--- src/rtl/uart_pkg.sv ---
// rtl/uart_pkg.sv - shared state encoding and constants for the UART transmitter
package uart_pkg;

    typedef enum logic [1:0] {
        ST_IDLE  = 2'd0,
        ST_START = 2'd1,
        ST_DATA  = 2'd2,
        ST_STOP  = 2'd3
    } uart_state_t;

    localparam int UART_DEFAULT_DIV = 106;
    localparam int UART_DATA_BITS   = 8;

endpackage

--- src/rtl/uart_byte_fifo.sv ---
// rtl/uart_byte_fifo.sv - first-word-fall-through byte FIFO with wrap-bit pointers
module uart_byte_fifo
    import uart_pkg::*;
#(
    parameter int DEPTH = 16
) (
    input  logic                     clk,    // system clock
    input  logic                     reset,  // synchronous, active-high
    input  logic                     push,   // write din (ignored when full)
    input  logic [7:0]               din,    // byte to store
    input  logic                     pop,    // drop head entry (ignored when empty)
    output logic [7:0]               dout,   // head entry, valid while !empty
    output logic                     full,   // DEPTH entries stored
    output logic                     empty,  // no entries stored
    output logic [$clog2(DEPTH):0]   level   // stored entry count
);

    localparam int AW = $clog2(DEPTH);

    logic [AW:0] wr_ptr;
    logic [AW:0] rd_ptr;
    logic [7:0]  mem [DEPTH];

    // The extra MSB distinguishes full from empty when the index bits match.
    assign empty = (wr_ptr == rd_ptr);
    assign full  = (wr_ptr[AW] != rd_ptr[AW]) && (wr_ptr[AW-1:0] == rd_ptr[AW-1:0]);
    assign level = wr_ptr - rd_ptr;
    assign dout  = mem[rd_ptr[AW-1:0]];

    always_ff @(posedge clk) begin
        if (reset) begin
            wr_ptr <= '0;
            rd_ptr <= '0;
        end else begin
            if (push && !full) begin
                wr_ptr <= wr_ptr + 1'b1;
            end
            if (pop && !empty) begin
                rd_ptr <= rd_ptr + 1'b1;
            end
        end
    end

    always_ff @(posedge clk) begin
        if (!reset && push && !full) begin
            mem[wr_ptr[AW-1:0]] <= din;
        end
    end

endmodule

--- src/rtl/uart_tx_stim.sv ---
// rtl/uart_tx_stim.sv - queued 8N1 UART transmitter with programmable bit period
module uart_tx_stim
    import uart_pkg::*;
#(
    parameter int DEFAULT_DIV = UART_DEFAULT_DIV,
    parameter int FIFO_DEPTH  = 16,
    parameter int DIV_W       = 16
) (
    input  logic                          clk,         // system clock
    input  logic                          reset,       // synchronous, active-high
    input  logic                          in_valid,    // byte offered
    output logic                          in_ready,    // FIFO can accept this cycle
    input  logic [7:0]                    in_data,     // byte to send
    input  logic                          div_we,      // divisor write strobe
    input  logic [DIV_W-1:0]              div_di,      // new divisor
    output logic [DIV_W-1:0]              div_do,      // current divisor
    output logic [$clog2(FIFO_DEPTH):0]   fifo_level,  // queued bytes, not counting the shifter
    output logic                          busy,        // frame in progress
    output logic                          ser_tx       // serial line, idle high
);

    uart_state_t      state;
    logic [DIV_W-1:0] div_reg;
    logic [DIV_W-1:0] div_lat;
    logic [DIV_W-1:0] baud_cnt;
    logic [7:0]       shreg;
    logic [2:0]       bit_cnt;
    logic [7:0]       fifo_dout;
    logic             fifo_full;
    logic             fifo_empty;
    logic             push;
    logic             pop;
    logic             baud_zero;

    assign in_ready  = !fifo_full;
    assign push      = in_valid && in_ready;
    assign baud_zero = (baud_cnt == '0);
    assign div_do    = div_reg;

    // Pop exactly when the FSM loads the shifter: from IDLE, or at the end of
    // STOP so queued frames run back to back.
    always_comb begin
        pop = 1'b0;
        case (state)
            ST_IDLE: pop = !fifo_empty;
            ST_STOP: pop = baud_zero && !fifo_empty;
            default: pop = 1'b0;
        endcase
    end

    uart_byte_fifo #(.DEPTH(FIFO_DEPTH)) u_fifo (
        .clk   (clk),
        .reset (reset),
        .push  (push),
        .din   (in_data),
        .pop   (pop),
        .dout  (fifo_dout),
        .full  (fifo_full),
        .empty (fifo_empty),
        .level (fifo_level)
    );

    always_ff @(posedge clk) begin
        if (reset) begin
            div_reg <= DIV_W'(DEFAULT_DIV);
        end else if (div_we) begin
            div_reg <= (div_di < DIV_W'(2)) ? DIV_W'(2) : div_di;
        end
    end

    // ser_tx is registered from the current state, so the line trails the
    // state register by one clock; every bit still lasts div_lat clocks.
    always_ff @(posedge clk) begin
        if (reset) begin
            state    <= ST_IDLE;
            busy     <= 1'b0;
            ser_tx   <= 1'b1;
            baud_cnt <= '0;
            bit_cnt  <= '0;
            shreg    <= '0;
            div_lat  <= DIV_W'(DEFAULT_DIV);
        end else begin
            case (state)
                ST_IDLE: begin
                    ser_tx <= 1'b1;
                    if (!fifo_empty) begin
                        shreg    <= fifo_dout;
                        div_lat  <= div_reg;
                        baud_cnt <= div_reg - 1'b1;
                        state    <= ST_START;
                        busy     <= 1'b1;
                    end
                end
                ST_START: begin
                    ser_tx <= 1'b0;
                    if (baud_zero) begin
                        baud_cnt <= div_lat - 1'b1;
                        bit_cnt  <= '0;
                        state    <= ST_DATA;
                    end else begin
                        baud_cnt <= baud_cnt - 1'b1;
                    end
                end
                ST_DATA: begin
                    ser_tx <= shreg[0];
                    if (baud_zero) begin
                        baud_cnt <= div_lat - 1'b1;
                        shreg    <= shreg >> 1;
                        bit_cnt  <= bit_cnt + 1'b1;
                        if (bit_cnt == 3'(UART_DATA_BITS - 1)) begin
                            state <= ST_STOP;
                        end
                    end else begin
                        baud_cnt <= baud_cnt - 1'b1;
                    end
                end
                ST_STOP: begin
                    ser_tx <= 1'b1;
                    if (baud_zero) begin
                        if (!fifo_empty) begin
                            shreg    <= fifo_dout;
                            div_lat  <= div_reg;
                            baud_cnt <= div_reg - 1'b1;
                            state    <= ST_START;
                        end else begin
                            state <= ST_IDLE;
                            busy  <= 1'b0;
                        end
                    end else begin
                        baud_cnt <= baud_cnt - 1'b1;
                    end
                end
                default: begin
                    state  <= ST_IDLE;
                    busy   <= 1'b0;
                    ser_tx <= 1'b1;
                end
            endcase
        end
    end

endmodule
--- config.mk ---
export PLATFORM = sky130hd
export DESIGN_NAME = uart_tx_stim
export DESIGN_NICKNAME = d
export VERILOG_FILES = /design/src/rtl/uart_pkg.sv /design/src/rtl/uart_byte_fifo.sv /design/src/rtl/uart_tx_stim.sv
export SDC_FILE = /design/constraint.sdc
export NUM_CORES = 1
export LEC_CHECK = 0
export CAP_MARGIN = 20
export CORE_ASPECT_RATIO = 0.75
export CORE_UTILIZATION = 30
export CTS_CLUSTER_SIZE = 10
export DETAILED_ROUTE_END_ITERATION = 8
export MAX_ROUTING_LAYER = met4
export PLACE_DENSITY = 0.47
export SLEW_MARGIN = 15
export SYNTH_ARGS = -nofsm -noshare
export SYNTH_HDL_FRONTEND = slang
export SYNTH_SLANG_ARGS = --single-unit
--- constraint.sdc ---
create_clock -name clk -period 5.5 [get_ports clk]
set_input_delay 0.55 -clock clk [delete_from_list [all_inputs] [get_ports clk]]
set_output_delay 0.55 -clock clk [all_outputs]
set_load 0.01 [all_outputs]
==> out/metrics.yaml <==
crit_start: "u_fifo.wr_ptr[0]"
synth_area_mm2: 0.00945
yosysWarningCount: 0
die_x_um: 207
clkTransAtPathRegs_ns: 0.05
start_util: 0.309
synth_edf_count: 128
rows: 55
slew_headroom: 0.313
root_buffer: "clkbuf_16"
synth_cell_types: 60
drcViolationCount: 0
cp-start-kind: "flip-flop"
cts_max_level: 1
grt_max_degree: 47
drt_pass1_iterations: 8
layout_commonest_cell: "edfxtp_1"
async_flop_share: 0
diodes: 0
ant_nets: 0
worstMarginPinSlew_ns: 1.03
postSynthAreaPerCell_um2: 12.4
powerDensity_mw_per_mm2: 474
post_cts_buffers: 0
grt_use_total: 0.162
path_cells: "inv_1 > ha_1 > fa_1 > inv_1 > a21o_1 > a21oi_1 > xnor2_1 > clkdlybuf4s50_1"
vias_per_cell: 5.16
reg2reg_depth: 6
drt_iter0_drc: 585
cpMostUsedCell: "inv_1"
die_y_um: 156
status: "complete, no violations"
syn_nets: 812
synth_cells: 764
finalHoldViolCount: 0
fmax_mhz: 290
grt_pass1_vias: 5960
drt-total-wl_um: 25200
setup_tns_ns: 0
cts_made_buffers: 25
postCtsHoldBufs: 0
worstSetupPathType: "flip-flop to output pin"
drive_above_1_share: 0.106
core_mm2: 0.0306
rsz0062_at_grt: "no"
grt_pass1_wl_um: 38000
rrSetupSlack_ns: 2.34
wl_per_cell_um: 20.6
overflow: 0
leakagePower_nw: 3.61
crit_buf_inv: 3
finalPower_mw: 5.25
place_hpwl_um: 17400
crit_slowest_cell: "clkdlybuf4s50_1"
fin_crit_sh: 0.627
port_buffers: 51
syn_to_final_growth_pct: 17.1
r2r_end: "u_fifo.mem[8][1]"
worst_path_dominant_cell_family: "buffers and inverters"
cp-end-kind: "output pin"
cp_slowest_stage_delay_ns: 0.61
finClkSkew_ns: 0.0109
report.final.slew_viol_count: 0
cts.sinks: 205
fill_cells: 3030
min_path_type: "flip-flop to flip-flop"
antenna_found_initial: 0
synth_flop_cell: "edfxtp_1"
ys_seq_area_frac: 0.570
holdCritStartpoint: "bit_cnt[2]"
cts_buffer_depth: 3
clkLatencyLatePin_ns: 0.52
cts_tree: "yes"
layout.nets: 853
drv_cap: 0
critPathRequiredTime_ns: 4.95
cp-endpoint: "fifo_level[4]"
crit_fanout: 5
cts_resized: 0
io_pins: 52
dieArea_mm2: 0.0322
gp_congestion: 0.848
min_period_ns: 3.45
crit_cells: 8
ir_drop_mv: 0.242
final_cell_mix: "edfxtp_1 (128), nor2_1 (78), dfxtp_1 (76)"
timing.rr.start: "u_fifo.wr_ptr[2]"
setup-violations-final: 0
worst_ep_arrival_time_ns: 2.90
num_vias: 6307
synth-seq-cells: 205
## cell families after synthesis
family                   after synthesis  share of synthesized area
AND/OR/NAND/NOR                      230                      0.120
flip-flops                           205                      0.570
AO/OA/AOI/OAI                        119                     0.0847
multiplexers                          80                      0.129
buffers and inverters                 68                     0.0302
XOR/XNOR                              42                     0.0389
adder cells (fa/ha/maj)               20                     0.0273
## tightest hold or removal path: stages, from the launching register on
cell and delay (ns):
dfxtp_1 0.31, nand2_1 0.05, a21oi_1 0.05
## routing by layer
| layer | wire, um | up-vias | global-route usage |
|---|---|---|---|
| met5 | 0 | - | - |
| met4 | 427 | 0 | 0.0337 |
| met3 | 1260 | 28 | 0.0230 |
| met2 | 9650 | 166 | 0.199 |
| met1 | 13800 | 3135 | 0.269 |
| li1 | - | 2978 | - |
## layout make-up
cell class | instances | area (um^2) | area share
Clock inverter | 5 | 25.0 | 0.00226
Tap cell | 399 | 499 | 0.0451
Inverter | 23 | 86.3 | 0.00781
Timing Repair Buffer | 59 | 569 | 0.0515
Sequential cell | 205 | 5390 | 0.487
Multi-Input combinational cell | 491 | 3800 | 0.343
Clock buffer | 41 | 696 | 0.0629
## sequential cells by signal, summed over array words and instances, names as in the netlist, named ones only
name           flops
u_fifo.wr_ptr      5
div_lat           16
busy               1
state              2
u_fifo.mem       128
baud_cnt          16
div_do            16
bit_cnt            3
u_fifo.rd_ptr      5
ser_tx             1
shreg              8
## per-stage QoR
stage	instance area (um^2)	std cells	hold WS [ns]	setup slack (ns)	utilization
3_5_place_dp	10300	1176	0.453	2.15	0.338
4_1_cts	11000	1222	0.459	2.09	0.361
3_3_place_gp	10300	1176	0.442	2.30	0.338
5_1_grt	11100	1223	0.492	1.94	0.362
2_1_floorplan	9450	764	0.436	2.85	-
6_report	11100	1223	0.457	2.05	0.362
## power by group
| part | leakage [nW] | total (mW) | switching (mW) | internal [mW] |
|---|---|---|---|---|
| Clock | 0.346 | 1.47 | 0.611 | 0.857 |
| Sequential | 1.78 | 1.90 | 0.141 | 1.76 |
| Combinational | 1.48 | 1.88 | 1.11 | 0.770 |
## cells in the mapped netlist (4+ instances only)
cell type	n	share of area
clkbuf_1	32	0.013
o21ai_0	25	0.013
nand2_1	42	0.017
xnor2_1	27	0.025
nor4_1	23	0.015
buf_1	6	0.0024
xor2_1	15	0.014
a2111oi_0	7	0.0065
o22ai_1	11	0.0073
a21oi_1	30	0.016
nand4_1	9	0.0060
inv_1	23	0.0091
nand2b_1	7	0.0046
o211ai_1	7	0.0056
mux4_2	33	0.079
or2_2	4	0.0026
a211oi_1	5	0.0040
nor3_1	28	0.015
edfxtp_1	128	0.41
dfxtp_1	77	0.16
nand3_1	10	0.0053
or4_1	4	0.0032
a22o_1	4	0.0037
mux2i_1	46	0.049
or3_1	10	0.0066
nor2_1	78	0.031
ha_1	19	0.025
## how the worst min path moves through the flow
stage | cells after the start | end | slack (ns)
finish | 2 | bit_cnt[2] | 0.46
detailed placement | 2 | bit_cnt[2] | 0.45
CTS | 2 | bit_cnt[2] | 0.46
global route | 2 | bit_cnt[1] | 0.49
floorplan | 2 | bit_cnt[1] | 0.44
global placement | 2 | bit_cnt[1] | 0.44
No activity file was read; power rests on OpenSTA's default activity.
